$ cat config.mk
export PLATFORM = sky130hd
export DESIGN_NAME = ex_stage
export DESIGN_NICKNAME = d
export VERILOG_FILES = /design/src/rtl/ex_stage.sv
export SDC_FILE = /design/constraint.sdc
export NUM_CORES = 1
export LEC_CHECK = 0
export CAP_MARGIN = 10
export CORE_AREA = 3 3 161 163
export CTS_CLUSTER_SIZE = 40
export DETAILED_ROUTE_END_ITERATION = 6
export DIE_AREA = 0 0 164 166
export PLACE_DENSITY = 0.76
export SYNTH_ARGS = -nofsm -noshare
export SYNTH_HDL_FRONTEND = slang
export SYNTH_SLANG_ARGS = --single-unit
$ cat constraint.sdc
create_clock -name clk -period 0.8 [get_ports clk]
set_input_delay 0.08 -clock clk [delete_from_list [all_inputs] [get_ports clk]]
set_output_delay 0.08 -clock clk [all_outputs]
set_load 0.005 [all_outputs]
$ cat src/rtl/ex_stage.sv
// Execute stage: operand forwarding, ALU, branch target and EX/MEM register.
// Optional iterative shift-add multiplier with front-end stall, built when MULT_UNIT_EN is defined.
module ex_stage #(
  parameter  int MUL_CYCLES = 32,
  localparam int DATA_W     = MUL_CYCLES
) (
  input  logic              clk,
  input  logic              rst_n,
  input  logic [1:0]        control_WB_s3,
  input  logic [1:0]        control_MEM_s3,
  input  logic [3:0]        control_EX_s3,
  input  logic [DATA_W-1:0] pc_s3,
  input  logic [DATA_W-1:0] rs_data_s3,
  input  logic [DATA_W-1:0] rt_data_s3,
  input  logic [DATA_W-1:0] seimm_s3,
  input  logic [4:0]        rt_addr_s3,
  input  logic [4:0]        rd_addr_s3,
  input  logic [1:0]        fwd_a_sel,
  input  logic [1:0]        fwd_b_sel,
  input  logic [DATA_W-1:0] ex_mem_result,
  input  logic [DATA_W-1:0] mem_wb_wdata,
  input  logic              ex_flush,
  output logic              ex_stall,
  output logic [1:0]        control_WB_s4,
  output logic [1:0]        control_MEM_s4,
  output logic [DATA_W-1:0] alu_result_s4,
  output logic [DATA_W-1:0] store_data_s4,
  output logic [4:0]        wr_addr_s4,
  output logic              zero_s4,
  output logic [DATA_W-1:0] branch_target_s4
);

  logic              w_reg_dst;
  logic [1:0]        w_alu_op;
  logic              w_alu_src;
  logic [DATA_W-1:0] w_op_a;
  logic [DATA_W-1:0] w_fwd_b;
  logic [DATA_W-1:0] w_op_b;
  logic [DATA_W-1:0] w_alu;
  logic [DATA_W-1:0] w_result;
  logic              w_stall;

  assign w_reg_dst = control_EX_s3[3];
  assign w_alu_op  = control_EX_s3[2:1];
  assign w_alu_src = control_EX_s3[0];

  function automatic logic [DATA_W-1:0] fwd_mux(input logic [1:0] sel,
                                                input logic [DATA_W-1:0] reg_val,
                                                input logic [DATA_W-1:0] wb_val,
                                                input logic [DATA_W-1:0] mem_val);
    case (sel)
      2'b01:   fwd_mux = wb_val;
      2'b10:   fwd_mux = mem_val;
      default: fwd_mux = reg_val;
    endcase
  endfunction

  // funct 18 yields 0 here; the multiplier product is substituted on completion.
  function automatic logic [DATA_W-1:0] alu_op(input logic [1:0] op,
                                               input logic [5:0] funct,
                                               input logic [DATA_W-1:0] a,
                                               input logic [DATA_W-1:0] b);
    case (op)
      2'b00: alu_op = a + b;
      2'b01: alu_op = a - b;
      2'b10: begin
        case (funct)
          6'h20:   alu_op = a + b;
          6'h22:   alu_op = a - b;
          6'h24:   alu_op = a & b;
          6'h25:   alu_op = a | b;
          6'h2A:   alu_op = {{(DATA_W-1){1'b0}}, ($signed(a) < $signed(b))};
          default: alu_op = '0;
        endcase
      end
      default: alu_op = '0;
    endcase
  endfunction

  always_comb begin
    w_op_a  = fwd_mux(fwd_a_sel, rs_data_s3, mem_wb_wdata, ex_mem_result);
    w_fwd_b = fwd_mux(fwd_b_sel, rt_data_s3, mem_wb_wdata, ex_mem_result);
    w_op_b  = w_alu_src ? seimm_s3 : w_fwd_b;
    w_alu   = alu_op(w_alu_op, seimm_s3[5:0], w_op_a, w_op_b);
  end

`ifdef MULT_UNIT_EN
  localparam int CNT_W = $clog2(MUL_CYCLES);

  typedef enum logic [1:0] {S_IDLE, S_BUSY, S_DONE} state_t;

  state_t            r_state;
  state_t            w_next;
  logic              w_is_mul;
  logic              w_start;
  logic              w_step;
  logic              w_load_prod;
  logic [DATA_W-1:0] r_mul_a;
  logic [DATA_W-1:0] r_mul_b;
  logic [DATA_W-1:0] r_acc;
  logic [CNT_W-1:0]  r_cnt;

  assign w_is_mul = (w_alu_op == 2'b10) && (seimm_s3[5:0] == 6'h18);

  always_ff @(posedge clk or negedge rst_n) begin
    if (!rst_n) r_state <= S_IDLE;
    else        r_state <= w_next;
  end

  always_comb begin
    w_next = r_state;
    if (ex_flush) begin
      w_next = S_IDLE;
    end else begin
      case (r_state)
        S_IDLE:  if (w_is_mul) w_next = S_BUSY;
        S_BUSY:  if (r_cnt == CNT_W'(MUL_CYCLES - 1)) w_next = S_DONE;
        S_DONE:  w_next = S_IDLE;
        default: w_next = S_IDLE;
      endcase
    end
  end

  // Flush overrides every FSM action, including the stall request.
  always_comb begin
    w_stall     = 1'b0;
    w_start     = 1'b0;
    w_step      = 1'b0;
    w_load_prod = 1'b0;
    if (!ex_flush) begin
      case (r_state)
        S_IDLE: begin
          w_stall = w_is_mul;
          w_start = w_is_mul;
        end
        S_BUSY: begin
          w_stall = 1'b1;
          w_step  = 1'b1;
        end
        S_DONE:  w_load_prod = 1'b1;
        default: ;
      endcase
    end
  end

  always_ff @(posedge clk or negedge rst_n) begin
    if (!rst_n) begin
      r_mul_a <= '0;
      r_mul_b <= '0;
      r_acc   <= '0;
      r_cnt   <= '0;
    end else if (w_start) begin
      r_mul_a <= w_op_a;
      r_mul_b <= w_op_b;
      r_acc   <= '0;
      r_cnt   <= '0;
    end else if (w_step) begin
      r_acc   <= r_acc + (r_mul_b[0] ? r_mul_a : '0);
      r_mul_a <= r_mul_a << 1;
      r_mul_b <= r_mul_b >> 1;
      r_cnt   <= r_cnt + 1'b1;
    end
  end

  assign w_result = w_load_prod ? r_acc : w_alu;
  assign ex_stall = w_stall & rst_n;
`else
  assign w_stall  = 1'b0;
  assign w_result = w_alu;
  assign ex_stall = 1'b0;
`endif

  // EX/MEM boundary: controls bubble on stall or flush, data holds while stalled.
  always_ff @(posedge clk or negedge rst_n) begin
    if (!rst_n) begin
      control_WB_s4    <= '0;
      control_MEM_s4   <= '0;
      alu_result_s4    <= '0;
      store_data_s4    <= '0;
      wr_addr_s4       <= '0;
      zero_s4          <= 1'b0;
      branch_target_s4 <= '0;
    end else begin
      if (ex_flush || w_stall) begin
        control_WB_s4  <= '0;
        control_MEM_s4 <= '0;
      end else begin
        control_WB_s4  <= control_WB_s3;
        control_MEM_s4 <= control_MEM_s3;
      end
      if (!w_stall) begin
        alu_result_s4    <= w_result;
        store_data_s4    <= w_fwd_b;
        wr_addr_s4       <= w_reg_dst ? rd_addr_s3 : rt_addr_s3;
        zero_s4          <= (w_result == '0);
        branch_target_s4 <= pc_s3 + (seimm_s3 << 2);
      end
    end
  end

endmodule

Word level (Yosys, flattened, before mapping)
Cells that the tools add are included.

Bits in registers: 106. Output and inout port bits: 107.

Equality and inequality tests: 11. Reductions and logical operators: 2. Add/subtract/negate cells: 3. Muxes and demuxes: 8. Bitwise gates (word level): 2. $lt $le $gt $ge: 1.

Operators with widths (count): 32-bit one-hot mux with 5 select lines (1); 32-bit one-hot mux with 2 select lines (2); 32-bit one-hot mux with 3 select lines (1); 32-bit adder (2); 32-bit AND (1); 32-bit logical NOT (1); 32-bit less-than comparator (1); 32-bit 2-to-1 mux (1); 32-bit bitwise OR (1); 32-bit subtractor (1); 6-bit equality test, second input constant (5); 2-bit by 1-bit equality test with 1-bit output, second input constant (3); 2-bit equality test, second input constant (3); 5-bit 2-to-1 mux (1); 2-bit 2-to-1 mux (2); 2-bit logical NOT (1).

Logic depth before layout (Yosys ltp)
Depth in word-level cells: 7. Mapped depth: 22. Gate-level depth less buffers: 21.

Worst setup path after synthesis
Ideal clock, no wire load.

Kind: input -> register. Start: in seimm_s3[0]. End: reg zero_s4. Setup slack: -4.424 ns. Path buffers: 5. Arrival time: 5.156 ns. Required time: 0.732 ns. Cell stages on the path: 22. Path through: buf_1 -> clkbuf_1 -> clkbuf_1 -> clkbuf_1 -> clkbuf_1 -> nand2_1 -> o21ai_0 -> ha_1 -> inv_1 -> fa_1 -> nor3b_1 -> o31ai_1 -> o31ai_1 -> mux2i_1 -> o221ai_1 -> or4_1 -> or4_1 -> or4_1 -> nor4_1 -> nand4b_1 -> nor4b_1 -> and4bb_1.

Longest elaborated chain between the ends: 5.

Ends and longest elaborated chain: from (decl) (line 15) `input logic [DATA_W-1:0] seimm_s3,`; 32-bit 2-to-1 mux (line 83) `w_op_b = w_alu_src ? seimm_s3 : w_fwd_b;`; 32-bit subtractor or 32-bit adder (tied branches); 32-bit one-hot mux with 5 select lines (line 67) `case (funct)`; 32-bit one-hot mux with 3 select lines (*) (line 63) `case (op)`; named net w_alu[4] (line 39) `logic [DATA_W-1:0] w_alu;`; 32-bit logical NOT (*) (line 195) `zero_s4 <= (w_result == '0);`; to (signal assigned) (line 195); to (decl) (line 29) `output logic zero_s4,`.

Mark *: on every way through the listed nets, which the timed path passes. The rest lies on a longest branch.

Worst setup path after layout
Start: in fwd_a_sel[1]. End: reg zero_s4.

Longest elaborated chain between the ends: 6.

Ends and longest elaborated chain: from (decl) (line 18) `input logic [1:0] fwd_a_sel,`; 2-bit equality test or 2-bit by 1-bit equality test with 1-bit output (tied branches) (line 51) `case (sel)`; 32-bit one-hot mux with 2 select lines (*) (line 51); 32-bit subtractor (tied with other cells) (line 65, 69); 32-bit one-hot mux with 5 select lines (line 67); 32-bit one-hot mux with 3 select lines (*) (line 63); named net w_alu[4] (line 39); 32-bit logical NOT (*) (line 195).

Marks and branches as above.

==> impl_metrics.toml <==
[status]
status = "finished with violations"
violations = "setup timing"

[yosys]
synth_cell_types = 77
syn-instance-count = 1452
synth_top_family_by_area = "compound AO/OA/AOI/OAI gates"
yosys.area.top_type = "dfrtp_1"
synthTopCellsByArea = "dfrtp_1 24%, ha_1 16%, o21ai_0 6.0%, a21oi_1 5.1%, inv_1 4.7%"
ys_ff_latch = 106
ys_top_cells_by_count = "143 x ha_1, 140 x inv_1, 139 x nand2_1, 134 x o21ai_0, 130 x nor2_1"
synth_simple_gate_area_share_pct = 17.2
synth_compound_area_share_pct = 31.0
synth.most_common_cell = "ha_1"
ys.flop_type = "dfrtp_1"
synth.top_cell.area_share_pct = 23.9
synth_area_um2 = 11100
yosysSeqAreaShare_pct = 23.9
synthXorXnorAreaFrac_pct = 2.37
ys_async_sr_fraction_pct = 100
synth.avg_cell_area_um2 = 7.64
yosys_warnings = 0
muxShareOfSynthArea_pct = 1.15
synth-edff-count = 0
yosys.area_share.adder_pct = 16.7
syn_nets = 1815

[final_layout]
layout.cells.non_filler = 2620
final_util_pct = 88.2
final_area_um2 = 21600
final_layout_size_suffix_gt1_share_pct = 43.5
area_growth_pct = 94.6
num-nets-final = 2644

[floorplanning]
die_h_um = 166
core_um2 = 24500
die_area_um2 = 27200
rows = 57
initial_core_util_pct = 45.3
ioPinCount = 324
die_x_um = 164

[placement]
hpwl_mm = 43.9
placedCellCount = 2493
routabilityCongestion = 1.00
placed_area_um2 = 18600
port_buffers = 322

[timing]
hold_slack_ps = 82.4
max_freq_ghz = 0.213
worstMarginPinSlew_ps = 920
fin_ws_ps = -3900
post-route-period-util_pct = 588
setup_viol = 199
finalMaxSlewViolations = 0
rsz0062_at_grt = "true"
finalHoldViolations = 0
relSlewSlack_pct = 37.8
fin_crit_ps = 4700

[pwr]
p_per_area_nw_per_um2 = 1630
power.internal_mw = 20.5
seqPwrFrac_pct = 18.8
p_clk_share_pct = 14.7
p_leak_nw = 9.96
peakVddDrop_uv = 1250
combPwrFrac_pct = 66.5
p_sw_mw = 14.8
p_sw_share_pct = 41.8

[route]
routed_wl_mm = 69.4
via_per_inst = 6.40
routed-via-count = 16800
detail-route-antenna-nets = 0
route.detailed.drc = 0
drt-initial-drc-count = 2004
firstDrtPassIters = 7
detail_route.wl_per_cell_um = 26.5

[global_routing]
grt_pass1_vias = 16600
antenna_found_initial = 10
grt_pass1_wl_mm = 92.7
grt_max_degree = 53
grtUsageTotal_pct = 43.7
overflow = 0

[worst_setup_path]
endpoint_kind = "flip-flop"
critical_path_class = "in2reg"
start_kind = "primary input"
worst_ep_arrival_time_ps = 5010
cp.required_ps = 1110
cp_max_fo = 11

[run]
maxCapViolations = 0

[clock_tree]
htree_levels = 3
clock_path_buffers = 2
cts_inserted_buffers = 9
root_buffer = "clkbuf_16"
path_clk_slew_ps = 90
cts.sinks = 106
cts_tree = "yes"

[hold_path]
min-delay-path-class = "in2reg"
-- cell usage in the layout (no fill, tap or decap), drive strengths merged, types with 10 or more instances in the layout --
master           n
buf            600
clkdlybuf4s50  232
ha             143
inv            140
nand2          139
o21ai          135
nor2           130
a21oi          114
dfrtp          106
a22oi           65
clkbuf          45
a21o            26
nor3            25
xnor2           24
nand3           22
nor2b           22
dlygate4sd2     21
o211ai          18
o22ai           16
a211oi          16
o21bai          14
or3             13
a221oi          13
o31ai           13
o21a            12
nand2b          11
a31oi           11
diode           10
-- what timing repair did --
| item | CTS | global route |
|---|---|---|
| resized for setup | 422 | 231 |
| cloned | 2 | 0 |
| endpoints found under the setup margin | 200 | 202 |
| setup buffers | 87 | 26 |
| hold buffers | 1 | 0 |
| pin swaps | 123 | 89 |
| endpoints found under the hold margin | 106 | 0 |
-- power by group through the flow --
stage | clock network, mW | logic, mW | registers [mW]
floorplan | 0 | 7.74 | 6.79
global placement | 0 | 17.6 | 6.67
detailed placement | 0 | 18.0 | 6.69
CTS | 5.09 | 20.6 | 6.59
global route | 5.35 | 24.4 | 6.68
finish | 5.18 | 23.5 | 6.63
-- critical path, stage by stage --
cell and delay (ps):
buf_6 110, inv_2 50, ha_4 170, buf_6 130
buf_12 140, a22oi_2 570, o21ai_4 160, ha_4 300
nor2b_4 140, o21a_1 200, o31ai_2 260, mux2i_1 270
o221ai_1 180, or4_4 520, or4_4 420, or4_4 470
nor4_4 150, nand4b_1 180, nor4b_2 300, and4bb_1 210
-- sequential cells by signal (all words and copies together) (netlist names) --
register / flops
alu_result_s4: 32
control_MEM_s4: 2
branch_target_s4: 32
store_data_s4: 32
zero_s4: 1
wr_addr_s4: 5
control_WB_s4: 2
-- metal layers --
metal / vias to the layer above / routed length [um] / GRT usage, %
li1: 6879 / - / -
met1: 7721 / 22000 / 46.1
met2: 1515 / 31300 / 72.8
met3: 644 / 7760 / 10.5
met4: 0 / 8240 / 36.5
met5: - / 0 / 0
-- worst paths after layout --
path	start	end	slack, ps	cells past startpoint
max in group asynchronous	rst_n	branch_target_s4[17]	110	3
max	fwd_a_sel[1]	zero_s4	-3900	20
min	rt_data_s3[0]	store_data_s4[0]	80	3
min in group asynchronous	rst_n	store_data_s4[26]	120	2
-- cells by family after synthesis --
| group | after synthesis |
|---|---|
| muxes | 12 |
| AOI/OAI and AO/OA | 524 |
| xor gates and xnor gates | 30 |
| and+or+nand+nor | 413 |
| adders and majority gates | 146 |
| DFF | 106 |
| buffers and inverters | 220 |
| other | 1 |
-- final cells by class --
cell class | instances | area [um^2]
clock inverters | 6 | 86.3
repair buffers | 898 | 7750
flip-flops and latches | 106 | 2650
inverters | 140 | 547
well taps | 324 | 405
diodes | 10 | 25.0
multi-input cells | 1126 | 9880
fillers | 1149 | 2890
clock buffers | 10 | 229
-- metrics by stage --
| stage | power [mW] | setup slack [ps] | TNS, ps |
|---|---|---|---|
| detailed placement | 24.7 | -4560 | -207910 |
| floorplan | 14.5 | -3490 | -96800 |
| global route | 36.5 | -3940 | -174360 |
| finish | 35.3 | -3900 | -169230 |
| global placement | 24.3 | -4420 | -201270 |
| CTS | 32.3 | -3640 | -157930 |
Note: power is estimated with default switching activity, not from simulation.
